[src/rtl/mem_arb_pkg.sv]
// Shared types and default sizing for the unified instruction/data memory arbiter.
// The response tag records which port owns the read data arriving next cycle.
package mem_arb_pkg;

  localparam int unsigned DEF_ADDR_WIDTH = 32;
  localparam int unsigned DEF_DATA_WIDTH = 32;
  localparam int unsigned DEF_MAX_WAIT   = 4;

  typedef enum logic [1:0] {
    RSP_NONE = 2'd0,
    RSP_IF   = 2'd1,
    RSP_LS   = 2'd2
  } rsp_tag_e;

  // Bits needed to hold the values 0..max_val inclusive.
  function automatic int unsigned cnt_width(input int unsigned max_val);
    return (max_val < 2) ? 1 : $clog2(max_val + 1);
  endfunction

endpackage

[src/rtl/mem_arbiter_if.sv]
// Bundle of the IF port, LS port and shared memory port seen by mem_arbiter.
// slave = arbiter side, master = the core/memory environment driving it.
interface mem_arbiter_if
  import mem_arb_pkg::*;
#(
  parameter int unsigned ADDR_WIDTH = DEF_ADDR_WIDTH,
  parameter int unsigned DATA_WIDTH = DEF_DATA_WIDTH
);

  localparam int unsigned BE_WIDTH = DATA_WIDTH / 8;

  // Handshake: a requester holds Req (with stable address/data) until it sees Gnt
  // in the same cycle; a cycle with Req and Gnt both high is the transfer. Dropping
  // Req before Gnt withdraws the request. Rvalid marks read data exactly one cycle
  // after the granting cycle; writes have no response.
  logic                  i_If_Req;
  logic [ADDR_WIDTH-1:0] i_If_Addr;
  logic                  o_If_Gnt;
  logic                  o_If_Rvalid;
  logic [DATA_WIDTH-1:0] o_If_Rdata;

  logic                  i_Ls_Req;
  logic                  i_Ls_Wen;
  logic [BE_WIDTH-1:0]   i_Ls_Be;
  logic [ADDR_WIDTH-1:0] i_Ls_Addr;
  logic [DATA_WIDTH-1:0] i_Ls_Wdata;
  logic                  o_Ls_Gnt;
  logic                  o_Ls_Rvalid;
  logic [DATA_WIDTH-1:0] o_Ls_Rdata;

  logic                  o_Mem_Ren;
  logic [BE_WIDTH-1:0]   o_Mem_Wen;
  logic [ADDR_WIDTH-1:0] o_Mem_Addr;
  logic [DATA_WIDTH-1:0] o_Mem_Wdata;
  logic [DATA_WIDTH-1:0] i_Mem_Rdata;

  modport slave (
    input  i_If_Req, i_If_Addr,
    output o_If_Gnt, o_If_Rvalid, o_If_Rdata,
    input  i_Ls_Req, i_Ls_Wen, i_Ls_Be, i_Ls_Addr, i_Ls_Wdata,
    output o_Ls_Gnt, o_Ls_Rvalid, o_Ls_Rdata,
    output o_Mem_Ren, o_Mem_Wen, o_Mem_Addr, o_Mem_Wdata,
    input  i_Mem_Rdata
  );

  modport master (
    output i_If_Req, i_If_Addr,
    input  o_If_Gnt, o_If_Rvalid, o_If_Rdata,
    output i_Ls_Req, i_Ls_Wen, i_Ls_Be, i_Ls_Addr, i_Ls_Wdata,
    input  o_Ls_Gnt, o_Ls_Rvalid, o_Ls_Rdata,
    input  o_Mem_Ren, o_Mem_Wen, o_Mem_Addr, o_Mem_Wdata,
    output i_Mem_Rdata
  );

endinterface

[src/rtl/arb_starve_cnt.sv]
// Counts consecutive cycles the IF port is held off; starve_o asserts once the
// count reaches MAX_WAIT so the arbiter lets IF win the next conflict.
module arb_starve_cnt
  import mem_arb_pkg::*;
#(
  parameter int unsigned MAX_WAIT = DEF_MAX_WAIT
) (
  input  logic i_clk,
  input  logic i_rst,
  input  logic if_req_i,
  input  logic if_gnt_i,
  output logic starve_o
);

  localparam int unsigned    CW      = cnt_width(MAX_WAIT);
  localparam logic [CW-1:0]  CNT_MAX = CW'(MAX_WAIT);

  logic [CW-1:0] cnt_q;
  logic [CW-1:0] cnt_d;

  always_comb begin
    cnt_d = cnt_q;
    if (!if_req_i || if_gnt_i) begin
      cnt_d = '0;
    end else if (cnt_q != CNT_MAX) begin
      cnt_d = cnt_q + CW'(1);
    end
  end

  always_ff @(posedge i_clk) begin
    if (i_rst) begin
      cnt_q <= '0;
    end else begin
      cnt_q <= cnt_d;
    end
  end

  assign starve_o = (cnt_q == CNT_MAX);

endmodule

[src/rtl/mem_arbiter.sv]
// Single-port memory arbiter between instruction fetch (IF) and load/store (LS).
// LS has priority; define ARB_STARVE_GUARD_EN to bound how long IF can be held off.
module mem_arbiter
  import mem_arb_pkg::*;
#(
  parameter int unsigned ADDR_WIDTH = DEF_ADDR_WIDTH,
  parameter int unsigned DATA_WIDTH = DEF_DATA_WIDTH,
  parameter int unsigned MAX_WAIT   = DEF_MAX_WAIT
) (
  input  logic          i_clk,
  input  logic          i_rst,
  mem_arbiter_if.slave  bus,
  output rsp_tag_e      o_Dbg_Rsp_Tag
);

  localparam int unsigned BE_WIDTH = DATA_WIDTH / 8;

  if ((DATA_WIDTH % 8) != 0) begin : g_bad_data_width
    $error("mem_arbiter: DATA_WIDTH must be a multiple of 8");
  end
  if (MAX_WAIT < 1) begin : g_bad_max_wait
    $error("mem_arbiter: MAX_WAIT must be at least 1");
  end

  logic                  if_gnt;
  logic                  ls_gnt;
  logic                  starve;
  rsp_tag_e              tag_q;
  rsp_tag_e              tag_d;

  logic                  mem_ren;
  logic [BE_WIDTH-1:0]   mem_wen;
  logic [ADDR_WIDTH-1:0] mem_addr;
  logic [DATA_WIDTH-1:0] mem_wdata;

`ifdef ARB_STARVE_GUARD_EN
  arb_starve_cnt #(
    .MAX_WAIT (MAX_WAIT)
  ) u_starve_cnt (
    .i_clk    (i_clk),
    .i_rst    (i_rst),
    .if_req_i (bus.i_If_Req),
    .if_gnt_i (if_gnt),
    .starve_o (starve)
  );
`else
  assign starve = 1'b0;
`endif

  // Grant and response-tag next state. The tag is the arbiter's only state:
  // it remembers who owns the read data returning next cycle.
  always_comb begin
    if_gnt = 1'b0;
    ls_gnt = 1'b0;
    tag_d  = RSP_NONE;
    if (!i_rst) begin
      if (bus.i_Ls_Req && !(bus.i_If_Req && starve)) begin
        ls_gnt = 1'b1;
      end else if (bus.i_If_Req) begin
        if_gnt = 1'b1;
      end
    end
    if (ls_gnt && !bus.i_Ls_Wen) begin
      tag_d = RSP_LS;
    end else if (if_gnt) begin
      tag_d = RSP_IF;
    end
  end

  always_ff @(posedge i_clk) begin
    if (i_rst) begin
      tag_q <= RSP_NONE;
    end else begin
      tag_q <= tag_d;
    end
  end

  // Memory port mux; address and write data stay at zero when nothing is granted.
  always_comb begin
    mem_ren   = 1'b0;
    mem_wen   = '0;
    mem_addr  = '0;
    mem_wdata = '0;
    if (ls_gnt) begin
      mem_addr = bus.i_Ls_Addr;
      if (bus.i_Ls_Wen) begin
        mem_wen   = bus.i_Ls_Be;
        mem_wdata = bus.i_Ls_Wdata;
      end else begin
        mem_ren = 1'b1;
      end
    end else if (if_gnt) begin
      mem_addr = bus.i_If_Addr;
      mem_ren  = 1'b1;
    end
  end

  assign bus.o_If_Gnt    = if_gnt;
  assign bus.o_Ls_Gnt    = ls_gnt;
  assign bus.o_Mem_Ren   = mem_ren;
  assign bus.o_Mem_Wen   = mem_wen;
  assign bus.o_Mem_Addr  = mem_addr;
  assign bus.o_Mem_Wdata = mem_wdata;

  // A read granted just before reset must not surface while reset is held.
  assign bus.o_If_Rvalid = !i_rst && (tag_q == RSP_IF);
  assign bus.o_Ls_Rvalid = !i_rst && (tag_q == RSP_LS);
  assign bus.o_If_Rdata  = bus.i_Mem_Rdata;
  assign bus.o_Ls_Rdata  = bus.i_Mem_Rdata;

  assign o_Dbg_Rsp_Tag = tag_q;

endmodule

[src/flat_wrapper.sv]
// flat-port wrapper written by rule: the top's interface ports become plain ports
module mem_arbiter_flat import mem_arb_pkg::*;
#(
  parameter int unsigned ADDR_WIDTH = DEF_ADDR_WIDTH,
  parameter int unsigned DATA_WIDTH = DEF_DATA_WIDTH,
  parameter int unsigned MAX_WAIT   = DEF_MAX_WAIT
)
  (i_clk, i_rst, o_Dbg_Rsp_Tag, bus_i_If_Req, bus_i_If_Addr, bus_o_If_Gnt, bus_o_If_Rvalid, bus_o_If_Rdata, bus_i_Ls_Req, bus_i_Ls_Wen, bus_i_Ls_Be, bus_i_Ls_Addr, bus_i_Ls_Wdata, bus_o_Ls_Gnt, bus_o_Ls_Rvalid, bus_o_Ls_Rdata, bus_o_Mem_Ren, bus_o_Mem_Wen, bus_o_Mem_Addr, bus_o_Mem_Wdata, bus_i_Mem_Rdata);
  mem_arbiter_if #(.ADDR_WIDTH(ADDR_WIDTH), .DATA_WIDTH(DATA_WIDTH)) bus_i ();
  input  logic i_clk;
  input  logic i_rst;
  output rsp_tag_e o_Dbg_Rsp_Tag;
  input wire logic [$bits(bus_i.i_If_Req)-1:0] bus_i_If_Req;
  input wire logic [$bits(bus_i.i_If_Addr)-1:0] bus_i_If_Addr;
  output wire logic [$bits(bus_i.o_If_Gnt)-1:0] bus_o_If_Gnt;
  output wire logic [$bits(bus_i.o_If_Rvalid)-1:0] bus_o_If_Rvalid;
  output wire logic [$bits(bus_i.o_If_Rdata)-1:0] bus_o_If_Rdata;
  input wire logic [$bits(bus_i.i_Ls_Req)-1:0] bus_i_Ls_Req;
  input wire logic [$bits(bus_i.i_Ls_Wen)-1:0] bus_i_Ls_Wen;
  input wire logic [$bits(bus_i.i_Ls_Be)-1:0] bus_i_Ls_Be;
  input wire logic [$bits(bus_i.i_Ls_Addr)-1:0] bus_i_Ls_Addr;
  input wire logic [$bits(bus_i.i_Ls_Wdata)-1:0] bus_i_Ls_Wdata;
  output wire logic [$bits(bus_i.o_Ls_Gnt)-1:0] bus_o_Ls_Gnt;
  output wire logic [$bits(bus_i.o_Ls_Rvalid)-1:0] bus_o_Ls_Rvalid;
  output wire logic [$bits(bus_i.o_Ls_Rdata)-1:0] bus_o_Ls_Rdata;
  output wire logic [$bits(bus_i.o_Mem_Ren)-1:0] bus_o_Mem_Ren;
  output wire logic [$bits(bus_i.o_Mem_Wen)-1:0] bus_o_Mem_Wen;
  output wire logic [$bits(bus_i.o_Mem_Addr)-1:0] bus_o_Mem_Addr;
  output wire logic [$bits(bus_i.o_Mem_Wdata)-1:0] bus_o_Mem_Wdata;
  input wire logic [$bits(bus_i.i_Mem_Rdata)-1:0] bus_i_Mem_Rdata;
  assign bus_i.i_If_Req = bus_i_If_Req;
  assign bus_i.i_If_Addr = bus_i_If_Addr;
  assign bus_o_If_Gnt = bus_i.o_If_Gnt;
  assign bus_o_If_Rvalid = bus_i.o_If_Rvalid;
  assign bus_o_If_Rdata = bus_i.o_If_Rdata;
  assign bus_i.i_Ls_Req = bus_i_Ls_Req;
  assign bus_i.i_Ls_Wen = bus_i_Ls_Wen;
  assign bus_i.i_Ls_Be = bus_i_Ls_Be;
  assign bus_i.i_Ls_Addr = bus_i_Ls_Addr;
  assign bus_i.i_Ls_Wdata = bus_i_Ls_Wdata;
  assign bus_o_Ls_Gnt = bus_i.o_Ls_Gnt;
  assign bus_o_Ls_Rvalid = bus_i.o_Ls_Rvalid;
  assign bus_o_Ls_Rdata = bus_i.o_Ls_Rdata;
  assign bus_o_Mem_Ren = bus_i.o_Mem_Ren;
  assign bus_o_Mem_Wen = bus_i.o_Mem_Wen;
  assign bus_o_Mem_Addr = bus_i.o_Mem_Addr;
  assign bus_o_Mem_Wdata = bus_i.o_Mem_Wdata;
  assign bus_i.i_Mem_Rdata = bus_i_Mem_Rdata;
  mem_arbiter #(.ADDR_WIDTH(ADDR_WIDTH), .DATA_WIDTH(DATA_WIDTH), .MAX_WAIT(MAX_WAIT)) u_core (.i_clk(i_clk), .i_rst(i_rst), .bus(bus_i), .o_Dbg_Rsp_Tag(o_Dbg_Rsp_Tag));
endmodule
[config.mk]
export PLATFORM = sky130hd
export DESIGN_NAME = mem_arbiter_flat
export DESIGN_NICKNAME = d
export VERILOG_FILES = /design/src/rtl/mem_arb_pkg.sv /design/src/rtl/mem_arbiter_if.sv /design/src/rtl/arb_starve_cnt.sv /design/src/rtl/mem_arbiter.sv /design/src/flat_wrapper.sv
export SDC_FILE = /design/constraint.sdc
export NUM_CORES = 1
export LEC_CHECK = 0
export BUFFER_PORTS_ARGS = -buffer_cell sky130_fd_sc_hd__buf_2
export CAP_MARGIN = 20
export CORE_AREA = 2 2 108 110
export DETAILED_ROUTE_END_ITERATION = 7
export DIE_AREA = 0 0 110 112
export GPL_ROUTABILITY_DRIVEN = 0
export HOLD_SLACK_MARGIN = 0.1
export SYNTH_ARGS = -nofsm -noshare
export SYNTH_HDL_FRONTEND = slang
export SYNTH_SLANG_ARGS = --single-unit
export TNS_END_PERCENT = 50
[constraint.sdc]
create_clock -name i_clk -period 1.1 [get_ports i_clk]
set_input_delay 0.165 -clock i_clk [delete_from_list [all_inputs] [get_ports i_clk]]
set_output_delay 0.165 -clock i_clk [all_outputs]
set_load 0.01 [all_outputs]
# Word-level counts from Yosys, hierarchy flattened
# Cells that the tools add are included.
totals:
  reg_bits: 2
  latch_bits: 0
  ramBits: 0
  rom_bits: 0
  inputBits: 137
  word_cells: 26
  memories: 0
classes:
  add_sub_neg: 0
  n_mul: 0
  div_mod_pow: 0
  magnitude_cmp: 0
  eq_ne: 2
  n_shift: 0
  mux: 16
  bitwise_logic: 0
  n_reduce_logical: 6
ops:
  columns: ["cell", "n"]
  rows:
  - ["$mux 32", 4]
  - ["$mux 1", 9]
  - ["$mux 4", 2]
  - ["$logic_and 1x1->1", 3]
  - ["$eq 2x1->1 const B", 1]
  - ["$eq 2x2->1 const B", 1]
  - ["$logic_not 1->1", 2]
  - ["$mux 2", 1]
  - ["$reduce_or 2->1", 1]

# Logic depth before layout (Yosys ltp)
# Gate-level depths: netlist of the first run.
logic_depth:
  word_depth: 5
  depth_mapped: 4

# Worst setup path before layout of the first run
# Ideal clock, no wire load.
synth_timing:
  kind: "input port to output port"
  from: "input bus_i_If_Req"
  to: "output bus_o_Mem_Addr[10]"
  arrival_time_ns: 0.833
  t_required_ns: 0.935
  slack_ns: 0.102
  stages: 3
  n_path_buf: 2
  cell_sequence: "buf_2 -> clkbuf_1 -> a32o_1"
synth_between:
  elab_chain_cells: 5
synth_rtl:
  columns: ["item", "line", "rtl"]
  rows:
  - ["start, declared", "flat_wrapper.sv:13", "input wire logic [$bits(bus_i.i_If_Req)-1:0] bus_i_If_Req;"]
  - ["$mux 1", "mem_arbiter.sv:59", "end else if (bus.i_If_Req) begin"]
  - ["$mux 1", "mem_arbiter.sv:57", "if (bus.i_Ls_Req && !(bus.i_If_Req && starve)) begin"]
  - ["$mux 1", "mem_arbiter.sv:56", "if (!i_rst) begin"]
  - ["$mux 32", "mem_arbiter.sv:92", "end else if (if_gnt) begin"]
  - ["$mux 32", "mem_arbiter.sv:84", "if (ls_gnt) begin"]
  - ["end, declared", "flat_wrapper.sv:28", "output wire logic [$bits(bus_i.o_Mem_Addr)-1:0] bus_o_Mem_Addr;"]
# No other way between the ends.

# Worst setup path after layout of the first run
layout_timing:
  from: "input bus_i_Ls_Req"
  to: "output bus_o_Mem_Addr[15]"
layout_between:
  elab_chain_cells: 4
  elab_cells_between_ends: 6
  classes_between: "mux: 6"
layout_rtl:
  columns: ["item", "line", "rtl"]
  rows:
  - ["start, declared", "flat_wrapper.sv:18", "input wire logic [$bits(bus_i.i_Ls_Req)-1:0] bus_i_Ls_Req;"]
  - ["$mux 1", "mem_arbiter.sv:57", null]
  - ["$mux 1", "mem_arbiter.sv:56", null]
  - ["$mux 32", "mem_arbiter.sv:92", null]
  - ["$mux 32 *", "mem_arbiter.sv:84", null]
# Every way passes the cells marked *; elsewhere a longest branch is shown, timed or not.

==> out/qor.log, run 1 <==
INFO  global_routing global_route.peak_usage_layer=met2
INFO  synth          synth_largest_area_cell=buf_4
INFO  cts            tritoncts.num_buffers=3
INFO  cts            clkSinkCount=2
INFO  synth          synth.cells.most_frequent=buf_4, and3_1, a32o_1
INFO  pwr            irDropWorstVdd=0.0002622V
INFO  final_layout   num-nets-final=418
INFO  detailed_routing antenna_violating_nets_post_route=0
INFO  cts            clock_edge_transition_at_the_registers_on_the_reported_setup_and_hold_paths=30ps
INFO  detailed_routing drt-pass1-iter-count=4
INFO  place          hpwl=4.526mm
INFO  floorplan      chipHeight=112um
INFO  detailed_routing initialDrtViolationCount=47
INFO  cts            cts_root_buffer=clkbuf_16
INFO  floorplan      design.die.area=12320squm
INFO  global_routing grt_start_max_net_pins=36
INFO  synth          mappedNetlistArea=1287squm
INFO  synth          synth-edff-count=0
INFO  detailed_routing detail_route.drc_violations=0
INFO  worst_setup_path crit_slowest_cell=a32o_2
INFO  sta            slew_headroom=86.70%
INFO  final_layout   area_growth_syn_to_layout=74.83%
INFO  place          place_inst=409
INFO  final_layout   filler_cell_count=1244
INFO  final_layout   layout-drive-gt1-share=75.63%
INFO  sta            hold_viol_final=0
INFO  sta            max_freq=0.8282GHz
INFO  synth          netlist_top_cells_area=buf_4, a32o_1, and3_1, buf_6, dfxtp_1
INFO  detailed_routing vias=1677
INFO  floorplan      floorplan.io_pins=276
INFO  worst_setup_path crit_path_max_incr_delay=240ps
INFO  global_routing gr_util_met2=16.56%
INFO  synth          syn_area_per_cell=7.899squm
INFO  detailed_routing route.detailed.wl_per_inst=14.59um
INFO  synth          synthesized_instance_count=163
INFO  synth          async_reset_ff_share=0%
INFO  detailed_routing post_drt_via_cell_ratio=3.974
INFO  place          io_buffers=179
INFO  synth          synth.net_count=300
INFO  cts            cts_buffer_depth=2
INFO  synth          yosys.area.top_type_share=37.32%
INFO  status         violations_in_the_final_reports=setup timing
INFO  sta            rsz_0062_raised_after_global_routing=yes
INFO  floorplan      core_area=11170squm
INFO  synth          synth.yosys.seq_area_share=3.110%
INFO  place          place_worst_setup_slack=-227.1ps
INFO  final_layout   layout.cells.non_filler=422
INFO  worst_setup_path path_cells=buf_8, nor2b_4, buf_4, buf_12, a32o_2, buf_6
INFO  cts            cts_tree=done
INFO  global_routing track_usage=8.055%
INFO  sta            worst-slew-pin-transition=199.2ps
INFO  worst_setup_path cp.required=940ps
INFO  flow_run       max_cap_violations=0
INFO  synth          postSynthRegisterBits=2
INFO  synth          yosys_warnings=0
INFO  detailed_routing totalWireLength=6.158mm
INFO  worst_setup_path worst-endpoint-arrival=1040ps
INFO  synth          post-synth-top-count-cell=buf_4
INFO  sta            finalCriticalPeriod=1208ps
INFO  cts            cts_htree_levels=1
INFO  sta            number_of_setup_violations_in_the_final_report=71
INFO  global_routing number_of_global_route_vias_before_repair=1549
INFO  floorplan      fp-row-count=39
INFO  global_routing global_route.usage.met3=0.9953%
INFO  global_routing grt_pass1_wl=7.659mm
INFO  pwr            power_leakage=1.325nW
INFO  synth          yosys_most_used_dff=dfxtp_1
INFO  sta            final.setup.worst_slack=-107.5ps
INFO  global_routing globalRoute.totalOverflow=0
INFO  worst_setup_path startpoint_type=primary input
INFO  final_layout   flip_flop_count_of_the_largest_register_all_copies_and_words_added=2
INFO  floorplan      floorplan.die.width=110um
INFO  pwr            power_density=600.5nW/um^2
INFO  status         run_status=finished, violations left
INFO  min_path       holdCritPathClass=in2reg
INFO  sta            fin_hold_ws=268.0ps
INFO  worst_setup_path setup.worst_path.class=in2out
INFO  worst_setup_path cp-end-kind=primary output
INFO  final_layout   antenna-diode-count=0
INFO  worst_setup_path crit_fanout=24
INFO  global_routing antenna_found_initial=0
INFO  sta            report.final.slew_viol_count=0
INFO  synth          synthDistinctLibCells=14
INFO  global_routing groute.layer.met1.usage=7.673%
INFO  sta            finalCritPeriodShare=109.8%
INFO  pwr            fin_total_pwr=0.001352W
INFO  floorplan      initial_utilization=11.52%
timing repair:
item	in CTS	in global routing
hold buffers	0	0
gates resized for setup	18	22
buffers inserted	3	3
pin swaps	1	8
setup endpoints to repair	70	72
cloned	3	2
area by class of cell:
cell class,instances,area (sq um),area share (%)
Timing Repair Buffer,196,1301,57.81
Multi-Input combinational cell,78,655.6,29.13
Tap cell,143,178.9,7.949
Clock buffer,3,75.07,3.335
Sequential cell,2,40.04,1.779
cell families (layout without fill, tap and decap cells):
| logic type | count (synthesis) | in the layout | share of synthesized area [%] |
|---|---|---|---|
| AOI/OAI and AO/OA | 33 | 33 | 25.27 |
| buffers and inverters | 83 | 199 | 49.37 |
| DFF | 2 | 2 | 3.110 |
| and+or+nand+nor | 45 | 45 | 22.26 |
layer usage:
metal,up-vias,share of wire (%)
met3,23,10
met2,114,54
li1,781,-
met1,759,34
met4,0,2.4
met5,-,0
report_power, final:
group | internal, W | leakage [nW] | switching [W]
combinational | 0.000420 | 1.27 | 0.000316
sequential | 0.0000762 | 0.0164 | 0.00000216
clock | 0.000462 | 0.0370 | 0.0000749
total | 0.000958 | 1.33 | 0.000393
metrics by stage:
| stage | utilization, % | TNS (ps) | instance area, sq um |
|---|---|---|---|
| 3_5_place_dp | 16.53 | -3951 | 1847 |
| 2_1_floorplan | - | 0 | 1287 |
| 5_1_grt | 20.14 | -7740 | 2251 |
| 6_report | 20.14 | -4935 | 2251 |
| 4_1_cts | 18.51 | -4501 | 2068 |
| 3_3_place_gp | 16.53 | -2230 | 1847 |
placed cells by master, fill, tap and decap left out, drive strengths merged:
| cell type | Yosys | routed |
|---|---|---|
| a21oi | 1 | 1 |
| a32o | 32 | 32 |
| and2 | 2 | 2 |
| and3 | 36 | 36 |
| buf | 76 | 194 |
| clkbuf | 7 | 5 |
| dfxtp | 2 | 2 |
| nand2b | 2 | 2 |
| nor2 | 1 | 1 |
| nor2b | 2 | 2 |
| nor3b | 2 | 2 |
final timing paths:
path | to | startpoint | cells past startpoint
worst max-delay path | bus_o_Mem_Addr[15] | bus_i_Ls_Req | 6
worst min-delay path | u_core.o_Dbg_Rsp_Tag[1] | bus_i_Ls_Wen | 2
critical path, delay by kind of cell:
| kind | cells | cell delay [ps] |
|---|---|---|
| buffers and inverters | 4 | 500 |
| AO/OA/AOI/OAI | 1 | 240 |
| AND/OR/NAND/NOR | 1 | 130 |
Note: power is estimated with default switching activity, not from simulation.
==> run 2, diff against run 1 <==
--- a/config.mk
+++ b/config.mk
@@ -5,11 +5,12 @@
 export SDC_FILE = /design/constraint.sdc
 export NUM_CORES = 1
 export LEC_CHECK = 0
-export BUFFER_PORTS_ARGS = -buffer_cell sky130_fd_sc_hd__buf_2
+export ABC_AREA = 1
+export BUFFER_PORTS_ARGS = -buffer_cell sky130_fd_sc_hd__clkbuf_2
 export CAP_MARGIN = 20
-export CORE_AREA = 2 2 108 110
+export CORE_AREA = 2 2 106 108
 export DETAILED_ROUTE_END_ITERATION = 7
-export DIE_AREA = 0 0 110 112
+export DIE_AREA = 0 0 108 110
 export GPL_ROUTABILITY_DRIVEN = 0
 export HOLD_SLACK_MARGIN = 0.1
 export SYNTH_ARGS = -nofsm -noshare
==> run 2 against run 1 <==
  * The run still ends with setup timing left
  * Die area is 3.6% lower
  * Fmax grew 8.6%
  * Cell count grew 25%
  * Flip-flop and latch count unchanged
  * Power down 13%
  * Via count is 17% higher
  * Global-route usage down 0.35 points
  * Hold slack improved by 62 ps
  * Sequential power increased by 0.5%
  * Wire length increased by 2.3%
  * Critical path type unchanged
==> out/qor.log, run 2 <==
INFO  status         run_status=finished, violations left
INFO  status         violations_in_the_final_reports=setup timing
INFO  floorplan      fp-row-count=38
INFO  floorplan      chipHeight=110um
INFO  synth          synth_largest_area_cell=buf_4
INFO  global_routing globalRoute.totalOverflow=0
INFO  floorplan      design.die.area=11880squm
INFO  synth          synthDistinctLibCells=15
INFO  place          place_inst=514
INFO  detailed_routing drt-pass1-iter-count=4
INFO  synth          synthesized_instance_count=266
INFO  sta            fin_hold_ws=330.0ps
INFO  cts            cts_tree=done
INFO  final_layout   layout.cells.non_filler=526
INFO  final_layout   most-common-layout-cells=clkbuf_2, nand2_1, nor2_1, buf_2, nand3_2
INFO  min_path       holdCritPathClass=in2out
INFO  floorplan      initial_utilization=12.75%
INFO  sta            max_freq=0.8998GHz
INFO  place          hpwl=4.499mm
INFO  final_layout   area_growth_syn_to_layout=80.55%
INFO  sta            slew_headroom=86.28%
INFO  global_routing grt_start_max_net_pins=39
INFO  floorplan      floorplan.io_pins=276
INFO  synth          syn_area_per_cell=5.127squm
INFO  flow_run       max_cap_violations=0
INFO  detailed_routing totalWireLength=6.298mm
INFO  synth          postSynthRegisterBits=2
INFO  place          io_buffers=179
INFO  detailed_routing route.detailed.wl_per_inst=11.97um
INFO  synth          mappedNetlistArea=1364squm
INFO  cts            cts_buffer_depth=2
INFO  detailed_routing antenna_violating_nets_post_route=0
INFO  floorplan      floorplan.die.width=108um
INFO  synth          netlist_top_cells_area=buf_4, nand2_1, nand3_1, nor2_1, buf_2
INFO  final_layout   num-nets-final=525
INFO  synth          yosys_warnings=0
INFO  detailed_routing detail_route.drc_violations=0
INFO  sta            finalCritPeriodShare=101.0%
INFO  sta            final.setup.worst_slack=-11.42ps
INFO  cts            cts_htree_levels=1
INFO  global_routing number_of_global_route_vias_before_repair=1523
INFO  synth          synth.yosys.seq_area_share=2.936%
INFO  synth          yosys.area.top_type_share=37.43%
INFO  cts            holdBufCountCts=0
INFO  detailed_routing vias=1967
INFO  worst_setup_path crit_path_max_incr_delay=160ps
INFO  pwr            power_density=476.9nW/um^2
INFO  worst_setup_path worst-endpoint-arrival=950ps
INFO  global_routing track_usage=7.708%
INFO  synth          synth-edff-count=0
INFO  sta            report.final.slew_viol_count=0
INFO  pwr            irDropWorstVdd=0.0004265V
INFO  worst_setup_path setup.worst_path.class=in2out
INFO  final_layout   flip_flop_count_of_the_largest_register_all_copies_and_words_added=2
INFO  detailed_routing post_drt_via_cell_ratio=3.740
INFO  synth          synth.cells.most_frequent=nand2_1, buf_4, nor2_1
INFO  sta            number_of_setup_violations_in_the_final_report=5
INFO  worst_setup_path startpoint_type=primary input
INFO  sta            rsz_0062_raised_after_global_routing=yes
INFO  pwr            power_leakage=1.470nW
INFO  final_layout   antenna-diode-count=0
INFO  worst_setup_path cp-end-kind=primary output
INFO  synth          async_reset_ff_share=0%
INFO  worst_setup_path cp.required=940ps
INFO  sta            hold_viol_final=0
INFO  synth          yosys_most_used_dff=dfxtp_1
INFO  worst_setup_path crit_slowest_cell=clkbuf_16
INFO  floorplan      core_area=10700squm
INFO  final_layout   layout-drive-gt1-share=65.03%
INFO  cts            cts_root_buffer=clkbuf_8
INFO  global_routing antenna_found_initial=0
INFO  cts            clkSinkCount=2
INFO  worst_setup_path path_cells=buf_8, nor2_4, buf_12, clkbuf_16, nand3_1, nand2_1, buf_2
INFO  final_layout   layout.cells.most_common=clkbuf_2
INFO  worst_setup_path crit_fanout=8
INFO  detailed_routing initialDrtViolationCount=48
INFO  synth          post-synth-top-count-cell=nand2_1
INFO  sta            finalCriticalPeriod=1111ps
INFO  synth          synth.net_count=403
INFO  cts            tritoncts.num_buffers=3
INFO  global_routing grt_pass1_wl=7.231mm
INFO  sta            worst-slew-pin-transition=205.8ps
## run 2: changes by cell type after synthesis, moves of 9 or more
cell     change
buf_6        -9
and3_1      -36
nor2_1      +38
a32o_1      -32
nand2_1    +103
nand3_1     +32
## run 2: routing by layer
layer,track usage [%],part of all wire (%),vias to the layer above
met1,8.486,37,835
met5,0,0,-
met2,13.79,50,132
met3,2.763,12,12
li1,-,-,988
met4,2.564,1.6,0
## run 2: per-stage QoR
| step | total power (W) | setup WS [ps] | area (sq um) | TNS, ps | utilization (%) |
|---|---|---|---|---|---|
| 2_1_floorplan | 0.0005948 | 171.6 | 1364 | 0 | - |
| 3_3_place_gp | 0.0007260 | -108.0 | 1992 | -1606 | 18.62 |
| 3_5_place_dp | 0.0007242 | -128.8 | 1992 | -2330 | 18.62 |
| 4_1_cts | 0.001068 | -99.34 | 2126 | -1939 | 19.87 |
| 5_1_grt | 0.001271 | -53.67 | 2462 | -957.4 | 23.02 |
| 6_report | 0.001174 | -11.42 | 2462 | -30.59 | 23.02 |
## run 2: power breakdown
| group | total [W] | internal (W) | switching [W] |
|---|---|---|---|
| registers | 0.0000787 | 0.0000765 | 0.00000222 |
| clock network | 0.000291 | 0.000232 | 0.0000594 |
| logic | 0.000805 | 0.000403 | 0.000401 |
| total | 0.00117 | 0.000711 | 0.000463 |
## run 2: kinds of logic (layout without fill, tap and decap cells)
family                 after synthesis  after routing  synth area share [%]
and+or+nand+nor                    176            176                 52.20
DFF                                  2              2                 2.936
AOI/OAI and AO/OA                    1              1                0.3666
buffers and inverters               87            207                 44.50
## run 2: worst paths after layout
| check | from | endpoint | depth (start not counted) |
|---|---|---|---|
| max | bus_i_Ls_Req | bus_o_Mem_Addr[1] | 7 |
| min | bus_i_Mem_Rdata[23] | bus_o_Ls_Rdata[23] | 0 |
## run 2: layout make-up
cell class | instances | area [sq um]
clock buffer | 3 | 41.29
fill | 1232 | 8235
inverter | 5 | 21.27
multi-input combinational | 177 | 914.6
sequential | 2 | 41.29
tap | 140 | 175.2
timing repair buffer | 199 | 1269
## run 2: repair_timing
action / CTS / global route
setup endpoints to repair: 35 / 62
cloned: 1 / 5
buffers inserted: 2 / 2
pin swaps: 1 / 22
gates resized for setup: 9 / 86
## run 2: worst max-delay path, delay by kind of cell
family,cells,cell delay (ps)
and+or+nand+nor,3,240
buffers and inverters,4,530
